<file path="src/rtl/grn_ctrl_pkg.sv">
// Shared types, default widths and the slow/fast compare rule for the
// gene-regulatory-network attractor controller.
package grn_ctrl_pkg;

  localparam int GRN_N_NODES   = 16;
  localparam int GRN_STEP_W    = 12;
  localparam int GRN_MAX_STEPS = 4094;

  // FSM state type kept as plain constants so older code can match on them
  typedef logic [2:0] grn_state_t;
  localparam grn_state_t ST_IDLE   = 3'd0;
  localparam grn_state_t ST_LOAD   = 3'd1;
  localparam grn_state_t ST_SETTLE = 3'd2;
  localparam grn_state_t ST_STEP   = 3'd3;
  localparam grn_state_t ST_CHECK  = 3'd4;
  localparam grn_state_t ST_REPORT = 3'd5;
  localparam grn_state_t ST_NEXT   = 3'd6;

  typedef enum logic [1:0] {
    CHK_STEP    = 2'd0,
    CHK_MATCH   = 2'd1,
    CHK_TIMEOUT = 2'd2
  } grn_check_e;

  // Odd step counts are never compared: the slow copy has just caught up trivially
  function automatic grn_check_e check_rule(input logic k_odd, input logic vec_eq,
                                            input logic at_limit);
    grn_check_e verdict;
    if (k_odd) begin
      verdict = CHK_STEP;
    end else if (vec_eq) begin
      verdict = CHK_MATCH;
    end else if (at_limit) begin
      verdict = CHK_TIMEOUT;
    end else begin
      verdict = CHK_STEP;
    end
    return verdict;
  endfunction

endpackage

</file>
<file path="src/rtl/grn_init_seq.sv">
// Walks the initial-state range: current state and number of states left,
// with a flag for the final one.
module grn_init_seq
  import grn_ctrl_pkg::*;
#(
  parameter int N_NODES = GRN_N_NODES
) (
  input  logic               clk,
  input  logic               rst,
  input  logic               load,
  input  logic [N_NODES-1:0] first,
  input  logic [N_NODES-1:0] count,
  input  logic               advance,
  output logic [N_NODES-1:0] cur,
  output logic               last
);

  localparam logic [N_NODES-1:0] ONE = {{(N_NODES-1){1'b0}}, 1'b1};

  logic [N_NODES-1:0] cur_r;
  logic [N_NODES-1:0] remaining_r;

  // Range registers; cur wraps naturally at 2^N_NODES
  always_ff @(posedge clk) begin
    if (rst) begin
      cur_r       <= {N_NODES{1'b0}};
      remaining_r <= {N_NODES{1'b0}};
    end else if (load) begin
      cur_r       <= first;
      remaining_r <= count;
    end else if (advance) begin
      cur_r       <= cur_r + ONE;
      remaining_r <= remaining_r - ONE;
    end
  end

  assign cur  = cur_r;
  assign last = (remaining_r == ONE);

endmodule

</file>
<file path="src/rtl/grn_attractor_ctrl.sv">
// Sequences load/step pulses over a range of initial states, detects the
// attractor with a Floyd slow/fast compare and streams one record per state.
module grn_attractor_ctrl
  import grn_ctrl_pkg::*;
#(
  parameter int N_NODES   = GRN_N_NODES,
  parameter int STEP_W    = GRN_STEP_W,
  parameter int MAX_STEPS = GRN_MAX_STEPS
) (
  input  logic               clk,
  input  logic               rst,
  input  logic               start,
  input  logic [N_NODES-1:0] init_first,
  input  logic [N_NODES-1:0] init_count,
  input  logic [N_NODES-1:0] s0_vec,
  input  logic [N_NODES-1:0] s1_vec,
  output logic               reset_nos,
  output logic [N_NODES-1:0] init_state,
  output logic               start_s0,
  output logic               start_s1,
  output logic               busy,
  output logic               done,
  output logic               res_valid,
  input  logic               res_ready,
  output logic [N_NODES-1:0] res_init,
  output logic [N_NODES-1:0] res_state,
  output logic [STEP_W-1:0]  res_steps,
  output logic               res_timeout
);

  localparam logic [STEP_W-1:0]  MAX_K    = MAX_STEPS[STEP_W-1:0];
  localparam logic [STEP_W-1:0]  K_ONE    = {{(STEP_W-1){1'b0}}, 1'b1};
  localparam logic [N_NODES-1:0] CNT_ZERO = {N_NODES{1'b0}};

  grn_state_t         state_r, state_nx_s;
  grn_check_e         verdict_s;
  logic [STEP_W-1:0]  k_r;
  logic [N_NODES-1:0] cur_s;
  logic               last_s, accept_s, empty_run_s, advance_s;
  logic               reset_nos_r, step_r, busy_r, done_r, res_valid_r, res_timeout_r;
  logic [N_NODES-1:0] res_state_r;
  logic [STEP_W-1:0]  res_steps_r;

  assign accept_s    = (state_r == ST_IDLE) && start && (init_count != CNT_ZERO);
  assign empty_run_s = (state_r == ST_IDLE) && start && (init_count == CNT_ZERO);
  assign advance_s   = (state_r == ST_NEXT);

  grn_init_seq #(.N_NODES(N_NODES)) u_init_seq (
    .clk     (clk),
    .rst     (rst),
    .load    (accept_s),
    .first   (init_first),
    .count   (init_count),
    .advance (advance_s),
    .cur     (cur_s),
    .last    (last_s)
  );

  // Next-state decode; CHECK sees node registers already updated by STEP
  always_comb begin
    state_nx_s = state_r;
    verdict_s  = check_rule(k_r[0], (s0_vec == s1_vec), (k_r == MAX_K));
    case (state_r)
      ST_IDLE:   if (accept_s) state_nx_s = ST_LOAD; else state_nx_s = ST_IDLE;
      ST_LOAD:   state_nx_s = ST_SETTLE;
      ST_SETTLE: state_nx_s = ST_STEP;
      ST_STEP:   state_nx_s = ST_CHECK;
      ST_CHECK:  if (verdict_s == CHK_STEP) state_nx_s = ST_STEP; else state_nx_s = ST_REPORT;
      ST_REPORT: if (res_ready) state_nx_s = ST_NEXT; else state_nx_s = ST_REPORT;
      ST_NEXT:   if (last_s) state_nx_s = ST_IDLE; else state_nx_s = ST_LOAD;
      default:   state_nx_s = ST_IDLE;
    endcase
  end

  // State, step counter, result capture and pulse outputs registered from next state
  always_ff @(posedge clk) begin
    if (rst) begin
      state_r       <= ST_IDLE;
      k_r           <= {STEP_W{1'b0}};
      reset_nos_r   <= 1'b0;
      step_r        <= 1'b0;
      busy_r        <= 1'b0;
      done_r        <= 1'b0;
      res_valid_r   <= 1'b0;
      res_timeout_r <= 1'b0;
      res_state_r   <= {N_NODES{1'b0}};
      res_steps_r   <= {STEP_W{1'b0}};
    end else begin
      state_r     <= state_nx_s;
      reset_nos_r <= (state_nx_s == ST_LOAD);
      step_r      <= (state_nx_s == ST_STEP);
      res_valid_r <= (state_nx_s == ST_REPORT);
      done_r      <= empty_run_s || ((state_nx_s == ST_NEXT) && last_s);
      if (accept_s) begin
        busy_r <= 1'b1;
      end else if (advance_s && last_s) begin
        busy_r <= 1'b0;
      end
      if (state_r == ST_LOAD) begin
        k_r <= {STEP_W{1'b0}};
      end else if (state_r == ST_STEP) begin
        k_r <= k_r + K_ONE;
      end
      if ((state_r == ST_CHECK) && (verdict_s != CHK_STEP)) begin
        res_state_r   <= s0_vec;
        res_steps_r   <= k_r;
        res_timeout_r <= (verdict_s == CHK_TIMEOUT);
      end
    end
  end

  assign reset_nos   = reset_nos_r;
  assign init_state  = cur_s;
  assign start_s0    = step_r;
  assign start_s1    = step_r;
  assign busy        = busy_r;
  assign done        = done_r;
  assign res_valid   = res_valid_r;
  assign res_init    = cur_s;
  assign res_state   = res_state_r;
  assign res_steps   = res_steps_r;
  assign res_timeout = res_timeout_r;

endmodule

</file>
<file path="config.mk">
export PLATFORM = sky130hd
export DESIGN_NAME = grn_attractor_ctrl
export DESIGN_NICKNAME = d
export VERILOG_FILES = /design/src/rtl/grn_ctrl_pkg.sv /design/src/rtl/grn_init_seq.sv /design/src/rtl/grn_attractor_ctrl.sv
export SDC_FILE = /design/constraint.sdc
export NUM_CORES = 1
export LEC_CHECK = 0
export CAP_MARGIN = 20
export CORE_AREA = 2 2 118 91
export DETAILED_ROUTE_END_ITERATION = 10
export DIE_AREA = 0 0 120 93
export PLACE_DENSITY_LB_ADDON = 0.25
export REMOVE_ABC_BUFFERS = 1
export SLEW_MARGIN = 20
export SYNTH_ARGS = -nofsm -noshare
export SYNTH_HDL_FRONTEND = slang
export SYNTH_HIERARCHICAL = 1
export SYNTH_SLANG_ARGS = --single-unit
</file>
<file path="constraint.sdc">
create_clock -name clk -period 2.4 [get_ports clk]
set_input_delay 0.24 -clock clk [delete_from_list [all_inputs] [get_ports clk]]
set_output_delay 0.24 -clock clk [all_outputs]
set_load 0.005 [all_outputs]
</file>
Word level (Yosys, flattened, before mapping)
Index checks and enable logic that the tools add are counted.
{"block": "op_classes", "eq_ne": 14, "add_sub_neg": 3, "n_mux": 14, "reduce_logical": 15}
{"cell": "$mux 16", "n": 4}
{"cell": "$pmux 3 s7", "n": 1}
{"cell": "$add 16x1->16 const B", "n": 1}
{"cell": "$eq 16x1->1 const B", "n": 1}
{"cell": "$eq 16x16->1", "n": 1}
{"cell": "$logic_not 16->1", "n": 1}
{"cell": "$reduce_bool 16->1", "n": 1}
{"cell": "$sub 16x1->16 const B", "n": 1}
{"cell": "$eq 3x3->1 const B", "n": 5}
{"cell": "$add 12x1->12 const B", "n": 1}
{"cell": "$eq 12x12->1 const B", "n": 1}
{"cell": "$eq 3x2->1 const B", "n": 3}
{"cell": "$mux 2", "n": 4}
{"cell": "$eq 3x1->1 const B", "n": 2}
{"cell": "$logic_and 1x1->1", "n": 6}
{"cell": "$reduce_bool 2->1", "n": 3}
{"cell": "$mux 1", "n": 4}
{"cell": "$logic_not 3->1", "n": 1}
{"cell": "$mux 3", "n": 1}
{"cell": "$eq 2x2->1 const B", "n": 1}
{"cell": "$logic_not 2->1", "n": 1}
{"cell": "$reduce_or 2->1", "n": 1}
{"cell": "$logic_or 1x1->1", "n": 1}
{"block": "totals", "register_bits": 81, "in_bits": 68, "out_inout_bits": 67, "wordCells": 58}

Depth between registers and ports, before layout
{"block": "depth", "word_depth": 10, "depth_mapped": 9, "mapped_depth_nobuf": 9}

Cells and area by module
Netlist, hierarchy kept.
{"mod": "grn_attractor_ctrl", "cells_per_inst": 245, "seq_area_each_um2": 980.9, "n_inst": 1, "area_each_um2": 2376.0}
{"mod": "grn_init_seq", "cells_per_inst": 208, "seq_area_each_um2": 640.6, "n_inst": 1, "area_each_um2": 1745.4}

Least setup slack after synthesis
Ideal clock, no wire load.
{"block": "synth_timing", "path_type": "register to register", "from": "reg u_init_seq.remaining_r[7]", "to": "reg res_valid_r, in the netlist res_valid", "setup_time_ns": 0.124, "t_arrival_ns": 2.215, "path_buffers": 0, "path_stages_with_launch": 9, "slack_ns": 0.060, "period_less_slack_ns": 2.340, "t_required_ns": 2.276, "cell_sequence": "dfxtp_1 -> or4_4 -> or4_4 -> nor3b_1 -> a21o_1 -> a221oi_1 -> a21oi_1 -> nor2_1 -> a21boi_0"}
{"block": "synth_via", "elab_chain_len": 4}
{"item": "start, declared", "line": "grn_init_seq.sv:21", "text": "logic [N_NODES-1:0] remaining_r;"}
{"item": "start signal, assigned", "line": "grn_init_seq.sv:27", "text": "remaining_r <= {N_NODES{1'b0}};"}
{"item": "start signal, assigned", "line": "grn_init_seq.sv:30", "text": "remaining_r <= count;"}
{"item": "start signal, assigned", "line": "grn_init_seq.sv:33", "text": "remaining_r <= remaining_r - ONE;"}
{"item": "$eq 16x1->1", "line": "grn_init_seq.sv:38", "text": "assign last = (remaining_r == ONE);"}
{"item": "via last_s", "line": "grn_attractor_ctrl.sv:39", "text": "logic last_s, accept_s, empty_run_s, advance_s;"}
{"item": "$mux 1", "line": "grn_attractor_ctrl.sv:70", "text": "ST_NEXT: if (last_s) state_nx_s = ST_IDLE; else state_nx_s = ST_LOAD;"}
{"item": "$pmux 3 s7", "line": "grn_attractor_ctrl.sv:63", "text": "case (state_r)"}
{"item": "$eq 3x3->1", "line": "grn_attractor_ctrl.sv:92", "text": "res_valid_r <= (state_nx_s == ST_REPORT);"}
{"item": "end signal, assigned", "line": "grn_attractor_ctrl.sv:92"}
{"item": "end, declared", "line": "grn_attractor_ctrl.sv:40", "text": "logic reset_nos_r, step_r, busy_r, done_r, res_valid_r, res_timeout_r;"}
The timed path passes the listed nets, and every way through them passes these cells.
A chain may end at the register's enable or synchronous reset.

Final worst setup path
{"block": "layout_timing", "from": "reg u_init_seq.remaining_r[14]", "to": "reg reset_nos_r, in the netlist reset_nos"}
{"block": "layout_via", "elab_chain_len": 4}
{"item": "$eq 16x1->1", "line": "grn_init_seq.sv:38"}
{"item": "via last_s", "line": "grn_attractor_ctrl.sv:39"}
{"item": "$mux 1", "line": "grn_attractor_ctrl.sv:70"}
{"item": "$pmux 3 s7", "line": "grn_attractor_ctrl.sv:63"}
{"item": "$eq 3x1->1", "line": "grn_attractor_ctrl.sv:90", "text": "reset_nos_r <= (state_nx_s == ST_LOAD);"}
{"item": "end signal, assigned", "line": "grn_attractor_ctrl.sv:90"}
{"item": "end, declared", "line": "grn_attractor_ctrl.sv:40"}
The timed path passes the listed nets, and every way through them passes these cells.

==> results.sh <==
export IMPL_vias_per_cell=5.06
export IMPL_cts_tree="built"
export IMPL_area_growth_pct=42.6
export IMPL_drc_errors=0
export IMPL_place_area_sq_um=5560
export IMPL_grt_total_usage_pct=18.7
export IMPL_synth_edf_count=0
export IMPL_worst_pin_slew_ns=0.707
export IMPL_die_w_um=120
export IMPL_cp_arrival_ns=2.50
export IMPL_detail_route_antenna_nets=0
export IMPL_cts_htree_levels=3
export IMPL_seq_power_share_pct=38.0
export IMPL_clock_sinks=81
export IMPL_start_util_pct=41.0
export IMPL_cts_clk_slew_worst_paths_ns=0.06
export IMPL_crit_type="register to register"
export IMPL_wire_per_inst_um=14.1
export IMPL_die_h_um=93
export IMPL_path_common_cell="or4_4"
export IMPL_dp_hpwl_um=7560
export IMPL_route_final_wire_length_um=10200
export IMPL_p_per_area_nw_per_um2=780
export IMPL_rsz0062_at_grt="false"
export IMPL_nFillCells=912
export IMPL_syn_avg_cell_area_sq_um=9.10
export IMPL_yosys_warnings=6
export IMPL_fin_skew_ns=0.00913
export IMPL_synthTopCellsByArea="dfxtp_1 (39%), mux2i_1 (7.3%), nor2_1 (6.6%)"
export IMPL_worstHoldEndpoint="res_state[4]"
export IMPL_regToRegStartpoint="u_init_seq/remaining_r[14]"
export IMPL_switching_power_mw=1.43
export IMPL_synth_area_sq_um=4120
export IMPL_min_from="rst"
export IMPL_instances_no_fill=726
export IMPL_first_iter_violations=183
export IMPL_postLayoutCellArea_sq_um=5880
export IMPL_crit_slowest_cell="or4_4"
export IMPL_hold_depth=2
export IMPL_path_max_fanout=3
export IMPL_cts_root_buf="clkbuf_16"
export IMPL_antenna_found_initial=0
export IMPL_yosysSeqAreaShare_pct=39.3
export IMPL_rr_endpoint="reset_nos"
export IMPL_drive_above_1_share_pct=11.5
export IMPL_clockPowerShare_pct=27.5
export IMPL_gp_congestion=0.808
export IMPL_post_route_period_util_pct=95.3
export IMPL_cp_cell_sequence="or4_4, or4_4, nor3b_4, a21o_1, a221oi_2, a21oi_2, nor2_2, nand3_2, nor2_1"
export IMPL_status="complete, no violations"
export IMPL_yosys_area_top_type="dfxtp_1"
export IMPL_hold_violations=0
export IMPL_grt_max_degree=40
export IMPL_row_count=32
export IMPL_relSlewSlack_pct=52.9
export IMPL_ir_drop_mv=0.416
export IMPL_crit_path_start_kind="register"
export IMPL_synth_most_common_cell="dfxtp_1"
export IMPL_ys_ff_latch=81
export IMPL_synthArstFlopShare_pct=0
export IMPL_rrSetupSlack_ns=0.11
export IMPL_synth_common_cells="dfxtp_1 (81), nor2_1 (72), mux2i_1 (30)"
export IMPL_clock_latency_ns=0.33
export IMPL_die_area_sq_um=11200
export IMPL_post_route_min_period_ns=2.29
export IMPL_clock_fmax_mhz=437
export IMPL_overflow=0
export IMPL_first_global_vias=3688
export IMPL_grt_pass1_wl_um=17100
export IMPL_nets=657
export IMPL_post_cts_buffers=0
export IMPL_p_int_mw=3.15
export IMPL_share_comb_of_total_power_pct=34.5
export IMPL_numPlacedInstances=709
export IMPL_cp_required_ns=2.61
export IMPL_synth_top_cell_area_share_pct=39.3
export IMPL_r2r_cells=9
export IMPL_synth_distinct_cells=54
export IMPL_cpPeakStageDelay_ns=0.56
export IMPL_portBuffers=134
export IMPL_core_area_sq_um=10000
export IMPL_io_pins=135
export IMPL_leakagePower_nw=2.30
export IMPL_finalMaxSlewViolations=0
export IMPL_vias=3670
export IMPL_drv_cap=0
export IMPL_synth_flop_cell="dfxtp_1"
export IMPL_crit_path_end_kind="register"
export IMPL_first_pass_iters=4
export IMPL_finalSetupViolCount=0
export IMPL_cts_buffers=9
export IMPL_cts_buffer_depth=2
export IMPL_min_path_type="input port to register"
export IMPL_p_sw_share_pct=31.2
export IMPL_syn_inst=453
[sequential cells by signal, indices dropped and copies added (netlist names)]
signal	count
busy	1
k_r	12
res_state	16
res_timeout	1
done	1
reset_nos	1
res_steps	12
u_init_seq/cur	16
res_valid	1
u_init_seq/remaining_r	16
state_r	3
start_s0	1
[cells in the final DEF (no fill, tap or decap), types with 2 or more instances in the layout]
cell type,netlist,routed
or4_1,4,3
or4_4,3,4
nor2_1,72,70
or2_2,2,2
a21o_1,2,2
nor3_1,7,7
clkbuf_16,0,9
dfxtp_2,0,3
clkdlybuf4s50_1,0,133
nor4b_1,2,2
o31ai_1,2,2
dfxtp_1,81,78
a311oi_1,7,7
o21ai_0,10,10
inv_1,9,9
nor2_2,0,2
mux2i_1,30,30
buf_12,0,3
a211oi_1,13,13
ha_1,5,5
nand4_1,10,10
xor2_1,25,25
nor2b_1,2,2
nand2_1,26,26
clkbuf_1,13,2
or3_1,11,11
xnor2_1,20,20
nor4_1,14,14
a21oi_1,17,16
and3b_1,2,2
a2111oi_0,4,4
nand3_1,7,6
buf_4,18,24
clkinvlp_4,0,2
[worst max-delay path by stage]
stage / from / to / depth (start not counted)
floorplan: state_r[1] / u_init_seq/cur[14] / 6
CTS: u_init_seq/remaining_r[7] / reset_nos / 9
detailed placement: s0_vec[12] / done / 8
finish: u_init_seq/remaining_r[14] / reset_nos / 9
global route: u_init_seq/remaining_r[14] / reset_nos / 9
global placement: s0_vec[12] / done / 8
[power by group through the flow]
stage          clock, mW  sequential (mW)  combinational, mW
6_report            1.26             1.74               1.58
5_1_grt             1.36             1.78               1.73
4_1_cts             1.30             1.74               1.55
3_5_place_dp           0             1.76               1.54
3_3_place_gp           0             1.75               1.51
2_1_floorplan          0             1.78              0.666
[cell families (layout without fill, tap and decap cells)]
| kind of cell | count (synthesis) | count (layout) | synth area share [%] |
|---|---|---|---|
| AND/OR/NAND/NOR | 177 | 177 | 22.8 |
| flip-flops | 81 | 81 | 39.3 |
| AO/OA/AOI/OAI | 64 | 64 | 10.7 |
| buffers and inverters | 50 | 186 | 8.26 |
| XOR/XNOR | 45 | 45 | 9.56 |
| multiplexers | 31 | 31 | 7.83 |
| adder cells (fa/ha/maj) | 5 | 5 | 1.52 |
| other | 0 | 1 | 0 |
[area by class of cell]
cell class / count / area [sq um] / share of cell area [%]
tap: 136 / 170 / 2.89
multi-input combinational: 322 / 2190 / 37.3
sequential: 81 / 1630 / 27.7
timing repair buffer: 161 / 1580 / 26.8
inverter: 9 / 33.8 / 0.575
clock inverter: 4 / 28.8 / 0.490
antenna: 1 / 2.50 / 0.0426
clock buffer: 12 / 246 / 4.19
[metal layers]
layer / global-route usage (%) / part of all wire (%) / vias to the layer above
li1: - / - / 1848
met5: 0 / 0 / -
met2: 31.3 / 46 / 94
met4: 5.29 / 1.2 / 0
met1: 23.7 / 47 / 1715
met3: 4.88 / 5.4 / 13
[stage by stage]
stage | setup TNS [ns] | worst slack [ns] | hold WS, ns | power (mW) | utilization [%]
2_1_floorplan | -0.230 | -0.118 | 0.309 | 2.44 | -
4_1_cts | 0 | 0.00927 | 0.446 | 4.59 | 58.1
6_report | 0 | 0.113 | 0.447 | 4.59 | 58.5
3_3_place_gp | -2.71 | -0.118 | 0.475 | 3.26 | 55.3
5_1_grt | 0 | 0.0420 | 0.474 | 4.86 | 58.5
3_5_place_dp | -2.62 | -0.148 | 0.482 | 3.30 | 55.3
[timing repair]
item,in CTS,in global routing
setup endpoints to repair,3,4
gates resized for setup,1,10
hold endpoints to repair,0,0
pin swaps,0,7
hold buffers,0,0
[worst max-delay path, delay by kind of cell (launching register included)]
family           cells  cell delay, ns
AND/OR/NAND/NOR      6            1.50
flip-flops           1            0.32
AO/OA/AOI/OAI        3            0.35
No activity file was read; power rests on OpenSTA's default activity.
